`src/rtl/pipeline_trace_buffer.sv`:
```
// rtl/pipeline_trace_buffer.sv - commit-trace recorder with circular buffer, halt freeze and valid/ready drain
module pipeline_trace_buffer #(
    parameter int         XLEN        = 32,
    parameter int         DEPTH       = 16,
    parameter int         CNT_W       = 32,
    parameter logic [6:0] HALT_OPCODE = 7'b1111111
) (
    input  logic                       clk,
    input  logic                       rst,
    input  logic                       enable,
    input  logic                       clear,
    input  logic                       stop_on_full,
    input  logic [31:0]                if_instr,
    input  logic                       wb_valid,
    input  logic [XLEN-1:0]            wb_pc,
    input  logic [31:0]                wb_instr,
    input  logic [4:0]                 wb_rd,
    input  logic                       wb_reg_wr,
    input  logic [XLEN-1:0]            wb_data,
    input  logic                       rd_ready,
    output logic                       rd_valid,
    output logic [XLEN-1:0]            rd_pc,
    output logic [31:0]                rd_instr,
    output logic [4:0]                 rd_rd,
    output logic [XLEN-1:0]            rd_data,
    output logic [$clog2(DEPTH):0]     count,
    output logic                       halted,
    output logic                       overflow,
    output logic [CNT_W-1:0]           cycle_cnt,
    output logic [CNT_W-1:0]           retired_cnt
);

    localparam int AW = $clog2(DEPTH);
    localparam int CW = AW + 1;
    localparam logic [CW-1:0] FULL_CNT = CW'(DEPTH);

    typedef enum logic [1:0] {
        ST_IDLE    = 2'd0,
        ST_CAPTURE = 2'd1,
        ST_FROZEN  = 2'd2
    } state_t;

    state_t            state_q, state_d;
    logic [AW-1:0]     wr_ptr_q, wr_ptr_d;
    logic [AW-1:0]     rd_ptr_q, rd_ptr_d;
    logic [CW-1:0]     count_q, count_d;
    logic              halted_q, halted_d;
    logic              overflow_q, overflow_d;
    logic [CNT_W-1:0]  cycle_cnt_q, cycle_cnt_d;
    logic [CNT_W-1:0]  retired_cnt_q, retired_cnt_d;

    // Trace storage; deliberately not reset, contents only meaningful while count != 0.
    logic [XLEN-1:0]   mem_pc   [DEPTH];
    logic [31:0]       mem_instr[DEPTH];
    logic [4:0]        mem_rd   [DEPTH];
    logic              mem_wr   [DEPTH];
    logic [XLEN-1:0]   mem_data [DEPTH];

    logic              wr_en;
    logic              is_full;
    logic              halt_hit;
    logic              accept;
    logic              pop;
    logic              unused_if_hi;

    // Only the opcode field of the fetched instruction matters for halt detection.
    assign unused_if_hi = ^if_instr[31:7];

    assign is_full  = (count_q == FULL_CNT);
    assign halt_hit = (if_instr[6:0] == HALT_OPCODE);
    // In stop mode a full buffer refuses commits; in wrap mode the oldest entry is replaced.
    assign accept   = wb_valid && !(is_full && stop_on_full);
    assign rd_valid = (state_q == ST_FROZEN) && (count_q != '0);
    assign pop      = rd_valid && rd_ready;

    // Next-state, pointer, counter and flag computation; clear wins over every other event.
    always_comb begin
        state_d       = state_q;
        wr_ptr_d      = wr_ptr_q;
        rd_ptr_d      = rd_ptr_q;
        count_d       = count_q;
        halted_d      = halted_q;
        overflow_d    = overflow_q;
        cycle_cnt_d   = cycle_cnt_q;
        retired_cnt_d = retired_cnt_q;
        wr_en         = 1'b0;

        case (state_q)
            ST_IDLE: begin
                if (enable) begin
                    state_d = ST_CAPTURE;
                end
            end
            ST_CAPTURE: begin
                if (enable) begin
                    if (cycle_cnt_q != '1) begin
                        cycle_cnt_d = cycle_cnt_q + CNT_W'(1);
                    end
                    if (accept) begin
                        wr_en    = 1'b1;
                        wr_ptr_d = wr_ptr_q + AW'(1);
                        if (retired_cnt_q != '1) begin
                            retired_cnt_d = retired_cnt_q + CNT_W'(1);
                        end
                        if (is_full) begin
                            rd_ptr_d   = rd_ptr_q + AW'(1);
                            overflow_d = 1'b1;
                        end else begin
                            count_d = count_q + CW'(1);
                        end
                    end
                    if (halt_hit) begin
                        halted_d = 1'b1;
                        state_d  = ST_FROZEN;
                    end else if (stop_on_full && (count_d == FULL_CNT)) begin
                        state_d = ST_FROZEN;
                    end
                end
            end
            ST_FROZEN: begin
                if (pop) begin
                    rd_ptr_d = rd_ptr_q + AW'(1);
                    count_d  = count_q - CW'(1);
                end
            end
            default: begin
                state_d = ST_IDLE;
            end
        endcase

        if (clear) begin
            state_d       = ST_IDLE;
            wr_ptr_d      = '0;
            rd_ptr_d      = '0;
            count_d       = '0;
            halted_d      = 1'b0;
            overflow_d    = 1'b0;
            cycle_cnt_d   = '0;
            retired_cnt_d = '0;
            wr_en         = 1'b0;
        end
    end

    // Control state register with asynchronous active-low reset.
    always_ff @(posedge clk or negedge rst) begin
        if (!rst) begin
            state_q       <= ST_IDLE;
            wr_ptr_q      <= '0;
            rd_ptr_q      <= '0;
            count_q       <= '0;
            halted_q      <= 1'b0;
            overflow_q    <= 1'b0;
            cycle_cnt_q   <= '0;
            retired_cnt_q <= '0;
        end else begin
            state_q       <= state_d;
            wr_ptr_q      <= wr_ptr_d;
            rd_ptr_q      <= rd_ptr_d;
            count_q       <= count_d;
            halted_q      <= halted_d;
            overflow_q    <= overflow_d;
            cycle_cnt_q   <= cycle_cnt_d;
            retired_cnt_q <= retired_cnt_d;
        end
    end

    // Commit write into the slot at the write pointer.
    always_ff @(posedge clk) begin
        if (wr_en) begin
            mem_pc[wr_ptr_q]    <= wb_pc;
            mem_instr[wr_ptr_q] <= wb_instr;
            mem_rd[wr_ptr_q]    <= wb_rd;
            mem_wr[wr_ptr_q]    <= wb_reg_wr;
            mem_data[wr_ptr_q]  <= wb_data;
        end
    end

    // Oldest entry presented combinationally; rd/data masked for commits that wrote no register.
    always_comb begin
        rd_pc    = mem_pc[rd_ptr_q];
        rd_instr = mem_instr[rd_ptr_q];
        rd_rd    = mem_wr[rd_ptr_q] ? mem_rd[rd_ptr_q]   : 5'd0;
        rd_data  = mem_wr[rd_ptr_q] ? mem_data[rd_ptr_q] : '0;
    end

    assign count       = count_q;
    assign halted      = halted_q;
    assign overflow    = overflow_q;
    assign cycle_cnt   = cycle_cnt_q;
    assign retired_cnt = retired_cnt_q;

endmodule

```
`config.mk`:
```
export PLATFORM = sky130hd
export DESIGN_NAME = pipeline_trace_buffer
export DESIGN_NICKNAME = d
export VERILOG_FILES = /design/src/rtl/pipeline_trace_buffer.sv
export SDC_FILE = /design/constraint.sdc
export NUM_CORES = 2
export LEC_CHECK = 0
export CAP_MARGIN = 25
export CORE_MARGIN = 3
export CORE_UTILIZATION = 54
export DETAILED_ROUTE_END_ITERATION = 7
export PLACE_DENSITY = 0.77
export SYNTH_ARGS = -nofsm -noshare
export SYNTH_HDL_FRONTEND = slang
export SYNTH_SLANG_ARGS = --single-unit
```
`constraint.sdc`:
```
create_clock -name clk -period 9.25 [get_ports clk]
set_input_delay 2.3125 -clock clk [delete_from_list [all_inputs] [get_ports clk]]
set_output_delay 2.3125 -clock clk [all_outputs]
set_load 0.05 [all_outputs]
```
==> impl_metrics.toml <==
[status]
status = "completed"

[worst_setup_path]
rrSetupSlack_ns = 5.11
critPathKind = "register to primary output"
critPathRequiredTime_ns = 6.94
startpoint = "rd_ptr_q[1]"
start_kind = "register"
end_kind = "primary output"
worstReg2RegEnd = "mem_pc[15][14]"
worstPathArrival_ns = 5.03
critPathCapture = "rd_pc[29]"
r2r-start = "count[0]"
cp_max_fo = 68
rr_worst_depth = 8

[routing]
drt_drc_violations_left = 0
drt-total-wl_mm = 151.6
vias = 32070
avgViaCountPerCell = 6.430
wl_per_cell_um = 30.40
drt_pass1_iterations = 5
ant_nets = 0
drt_iter0_markers = 3962

[cts]
cts_root_buf = "clkbuf_16"
cts.sinks = 1713
cts_buffers = 168
clkLatencyLatePin_ns = 0.80
cts_buffer_depth = 3
postCtsSetupBuffers = 0
h-tree-depth = 4
cts_tree = "done"
path_clk_slew_ns = 0.06
cts-resized-gates = 0
hold_buffers = 0

[sta]
finalCritPeriodShare_pct = 79.34
fin_skew_ns = 0.04102
worst_pin_slew_ns = 1.062
slew_headroom_pct = 29.18
fmaxAchievable_mhz = 136.3
rsz0062_at_grt = "false"
tns_ns = 0
period_minus_slack_ns = 7.339
slew_violations = 0
layout_setup_ws_ns = 1.911
hold_slack_ns = 0.5031
hold_viol = 0
finalSetupViolations = 0

[synthesis]
synth.cell_area_um2 = 66360
ys_seq_elements = 1713
synth-edff-count = 1632
ys_seq_area_share_pct = 76.90
syn_avg_cell_area_um2 = 23.07
yosys_warnings = 0
synth_top_family_by_area = "multiplexers"
synth_compound_gate_area_share_pct = 1.352
synthCells = 2877
muxShareOfSynthArea_pct = 17.51
yosysTopAreaCell = "edfxtp_1"
synthXorXnorAreaFrac_pct = 0.1056
synth.distinct_cells = 70
synth_fa_ha_area_share_pct = 0.1885
synth_fp_nets = 3028
synth_top_area_share_pct = 73.85
synth-main-ff-cell = "edfxtp_1"
synth.area.top_cells = "edfxtp_1, mux4_2, dfrtp_1, nor2b_1, clkbuf_1"
async_flop_share_pct = 4.729
synth-simple-area-share_pct = 2.851

[floorplan]
coreArea_um2 = 120900
rows = 127
die_h_um = 356.6
die_x_um = 356.6
die-area_um2 = 127100
io_pins = 314
initial_core_util_pct = 54.88

[layout]
nFillCells = 7691
syn2layout_area_growth_pct = 15.71
fin_util_pct = 63.50
final_cells = 4988
layout.cell_area.non_filler_um2 = 76790
fin_nets = 3387
drive_gt1_share_pct = 25.16

[global_routing]
grt_max_degree = 132
antenna_found_initial = 17
grt_pass1_wl_mm = 223.9
overflow = 0
grt_use_total_pct = 24.25
first_global_vias = 33470

[pwr]
ir_drop_mv = 0.2073
p_per_area_nw_per_um2 = 225.0
leakage_nw = 23.49
total_power_mw = 17.28

[placed_design]
dp_slack_ns = 2.681
place_hpwl_mm = 73.55
place_congestion = 0.8392
placed_cells = 4672
placed_area_um2 = 71280
portBuffers = 288

[job]
drv_cap = 0

[hold_path]
hp-start = "halted"
min_path_type = "register to register"
state kept, by name, summed over array words and instances, names as in the netlist, 5 cells and up:
name and flops:
mem_instr 512, count 5, retired_cnt 32, cycle_cnt 32, mem_rd 80, mem_wr 16
mem_data 512, mem_pc 512
worst max-delay path: stages (launching register included):
cell and delay (ns):
dfrtp_4 0.84, buf_4 0.67, buf_4 0.85, mux4_2 0.43
mux4_2 0.51, clkdlybuf4s50_1 0.80
synth_stat cells (all sizes together) (7+ instances only):
master,count
and3,12
nand3,29
nor3,16
nand4,27
nor2,40
nor4,18
or3,15
and2,7
o21ai,26
and4,8
o41ai,7
nor2b,50
mux4,509
inv,13
mux2,11
nand2,39
or4,29
ha,10
clkbuf,86
edfxtp,1632
buf,67
a21oi,47
dfrtp,81
o31ai,23
logic make-up after synthesis:
logic type,Yosys count
buffers and inverters,167
and+or+nand+nor,318
AOI/OAI and AO/OA,138
adders and majority gates,10
DFF,1713
muxes,523
xor gates and xnor gates,8
worst min path at each step:
stage,end,slack [ns],cells after the start
floorplan,wr_ptr_q[1],0.56,2
global placement,halted,0.49,2
detailed placement,halted,0.49,2
CTS,halted,0.50,2
global route,halted,0.55,2
finish,halted,0.50,2
cell type report:
cell class	count	area (um^2)	share of cell area, %
Multi-Input combinational cell	997	14710	19.15
Antenna cell	13	32.53	0.04237
Inverter	14	52.55	0.06844
Timing Repair Buffer	342	3596	4.683
Clock inverter	88	945.9	1.232
Tap cell	1612	2017	2.627
Sequential cell	1713	51050	66.48
Clock buffer	209	4389	5.716
layout by cell type, fill, tap and decap left out, types with 13 or more instances in the layout:
cell type,n
a21oi_1,47
buf_12,16
buf_4,31
clkbuf_1,39
clkbuf_16,169
clkdlybuf4s50_1,286
clkinv_1,30
clkinv_2,24
dfrtp_1,77
diode_2,13
edfxtp_1,1632
inv_1,13
mux4_2,509
nand2_1,39
nand3_1,29
nand4_1,25
nor2_1,32
nor2b_1,50
nor4_1,17
o21ai_0,25
o31ai_1,23
or3_1,14
or4_1,28
report_power, final:
group | switching [mW] | internal, mW
clock | 2.88 | 3.73
sequential | 0.0376 | 8.50
combinational | 1.16 | 0.966
total | 4.08 | 13.2
routing by layer:
layer | routed length (um) | GRT usage (%) | share of wire (%) | vias up
li1 | - | - | - | 13100
met1 | 56850 | 32.93 | 37 | 17000
met2 | 77410 | 39.96 | 51 | 1664
met3 | 13910 | 5.843 | 9.2 | 288
met4 | 3372 | 6.545 | 2.2 | 16
met5 | 107 | 0 | 0.071 | -
(Power assumes the default switching activity.)
==> edit: new RTL, same flow settings <==
The parameter `CNT_W` goes from 32 to 16.
--- a/src/rtl/pipeline_trace_buffer.sv
+++ b/src/rtl/pipeline_trace_buffer.sv
@@ -3,5 +3,5 @@
     parameter int         XLEN        = 32,
     parameter int         DEPTH       = 16,
-    parameter int         CNT_W       = 32,
+    parameter int         CNT_W       = 16,
     parameter logic [6:0] HALT_OPCODE = 7'b1111111
 ) (
Interface: changed (resized cycle_cnt and retired_cnt); port bits go from 314 to 282. The function was not compared with the original's and may differ.
==> edit against the unedited design <==
Setup slack gained 0.60 ns. Global-route usage shrank 0.25 points. Register-to-register slack gained 0.02 ns. Final area shrank 3.4%. Clock power shrank 5.7%. First-iteration DRC count shrank 13%. Area after synthesis shrank 2.7%. Count of clock-buffer cells in the layout grew 4. Non-clock buffer count shrank 41. Total power shrank 6.0%. Routed wire length shrank 3.8%. Sequential power shrank 2%. Sequential cell count shrank 32. Synthesized cell count shrank 4.7%. Critical path type unchanged.
==> edit: results (changes against the unedited design) <==
| Metric | Value |
|---|---|
| TritonRoute pass-1 iters | `7 (+2)` |
| Worst vdd rail ir drop | `0.188 mV (-9.4%)` |
| Clk_skew | `0.0258 ns (-0.0152 ns)` |
| Reg2Reg Capture Point | `mem_data[12][3]` |
| Leakage power | `22.4 nW (-4.5%)` |
| Largest net degree at the start of global routing | `141 (+6.8%)` |
| Max Buffers Root-to-Sink | `3 (unchanged)` |
| DR WL/cell | `30.4 um (about the same)` |
| Slowest cell on crit path | `clkdlybuf4s50_1` |
| Syn nets | `2892 (-4.5%)` |
| Average vias per placed instance | `6.32 (-1.7%)` |
| Vias in the first global route | `31.5k (-5.8%)` |
| Post-DP HPWL | `68.0 mm (-7.6%)` |
| Post-synthesis cell type count | `58 (-17%)` |
| CP Data Arrival Time | `4.42 ns (-0.61 ns)` |
| Hold WC Path Type | `register to register` |
| CP delay by family, top | `buffers and inverters` |
| Routability cong. | `0.824 (-1.8%)` |
| I/O Buffers | `256 (-11%)` |
| GRT Resource Usage Total | `24.0% (-0.25 points)` |
| CP endpoint | `rd_pc[28]` |
| Share of post-route cells with drive strength above 1 | `24.2% (-1.0 points)` |
| Reg-to-reg slack, setup | `5.13 ns (+0.02 ns)` |
| Critical path origin | `rd_ptr_q[0]` |
| Num CTS Buffers | `163 (-3.0%)` |
| Largest cells by area after synthesis | `edfxtp_1 (76%), mux4_2 (16%), dfrtp_1 (1.9%), a211oi_1 (0.86%), mux2i_1 (0.64%)` |
| Fill count | `7539 (-2.0%)` |
| Slew margin rel. | `29.2% (+0.042 points)` |
| Clock Latency Late Sink | `0.77 ns (-0.03 ns)` |
| Reg2Reg Depth | `9 (+1)` |
| Post-synth top cells | `edfxtp_1 (1632), mux4_2 (472), a211oi_1 (74), clkbuf_1 (74), buf_2 (52)` |
| Biggest regs | `mem_data: 512 flops, mem_instr: 512 flops, mem_pc: 512 flops` |
| First-pass GRT wire length | `214 mm (-4.6%)` |
| Synth async-reset ratio | `2.91% (-1.8 points)` |
| Max incr delay on CP | `0.81 ns (-0.04 ns)` |
| Outcome | `finished clean` |
| Pre-CTS setup slack | `2.93 ns (+0.246 ns)` |
| Post-synthesis sequential area ratio | `77.8% (+0.92 points)` |
| Layout Nets | `3206 (-5.3%)` |
| Register clock-pin slew on the reported worst setup and hold paths | `0.06 ns (about the same)` |
| Initial DRC Count | `3456 (-13%)` |
| Initial antenna violation count | `21 (+4)` |
| Worst-path fanout max | `120 (+76%)` |
| Ys Warns | `0 (unchanged)` |
| Post-layout worst setup margin | `2.52 ns (+0.604 ns)` |
[edit: changes by cell type in the layout (fill, tap and decap cells not counted), moves of 22 or more]
cell             unedited run  this run
o31ai_1                    23         1
clkdlybuf4s50_1           286       254
mux4_2                    509       472
mux2i_1                     3        41
a21oi_1                    47        20
or4_1                      28         1
dfrtp_1                    77        45
a211oi_1                    2        74
[edit: logic make-up (layout without fill, tap and decap cells)]
| kind of cell | count (synthesis) | count (layout) | synth area share, % |
|---|---|---|---|
| simple gates | 194 | 194 | 1.61 |
| fa+ha+maj | 10 | 10 | 0.194 |
| flops | 1681 | 1681 | 77.8 |
| compound gates | 147 | 147 | 1.62 |
| other cells | 0 | 16 | 0 |
| mux | 515 | 515 | 17.1 |
| buf+inv | 167 | 610 | 1.23 |
| xor+xnor | 27 | 27 | 0.366 |
[edit: final cells by class]
cell class	instances	share of cell area, %
tap	1600	2.70
sequential	1681	67.8
timing repair buffer	301	4.33
multi-input combinational	893	18.4
clock inverter	81	0.685
antenna	16	0.0540
clock buffer	213	6.04
inverter	15	0.0759
[edit: worst reg2reg max path, stage by stage (launching register included)]
cell	delay, ns
dfrtp_1	0.54
inv_1	0.16
ha_1	0.27
nand4bb_1	0.29
o211ai_1	0.13
buf_4	0.22
nor2_1	0.10
nand3_1	0.32
nor2_4	0.90
buf_4	0.71
[edit: where the power goes]
group          total (mW)  switching [mW]  leakage, nW  internal [mW]
sequential           8.40          0.0332         15.3           8.37
clock                6.23            2.71         2.45           3.52
combinational        1.61           0.891         4.66          0.724
total                16.2            3.64         22.4           12.6
[edit: routing by layer]
| metal | part of all wire [%] | track usage (%) | vias to the layer above |
|---|---|---|---|
| li1 | - | - | 12400 |
| met1 | 38 | 32.7 | 16100 |
| met2 | 51 | 39.1 | 1579 |
| met3 | 9.2 | 5.98 | 235 |
| met4 | 2.0 | 6.87 | 12 |
| met5 | 0.051 | 0 | - |
[edit: through the flow]
stage / hold slack (ns) / utilization, % / instance area (um2) / instances / power (mW)
floorplan: 0.511 / - / 64500 / 2741 / 9.68
global placement: 0.483 / 58.3 / 69000 / 4485 / 10.1
detailed placement: 0.508 / 58.3 / 69000 / 4486 / 10.2
CTS: 0.522 / 62.5 / 74000 / 4780 / 16.4
global route: 0.569 / 62.6 / 74100 / 4792 / 16.7
finish: 0.519 / 62.6 / 74200 / 4800 / 16.2
[edit: worst min-delay path by stage]
stage / start / endpoint / cells past startpoint
after floorplan: state_q[0] / state_q[0] / 1
after global placement: halted / halted / 2
after detailed placement: halted / halted / 2
after CTS: halted / halted / 2
after global routing: halted / halted / 2
final: halted / halted / 2
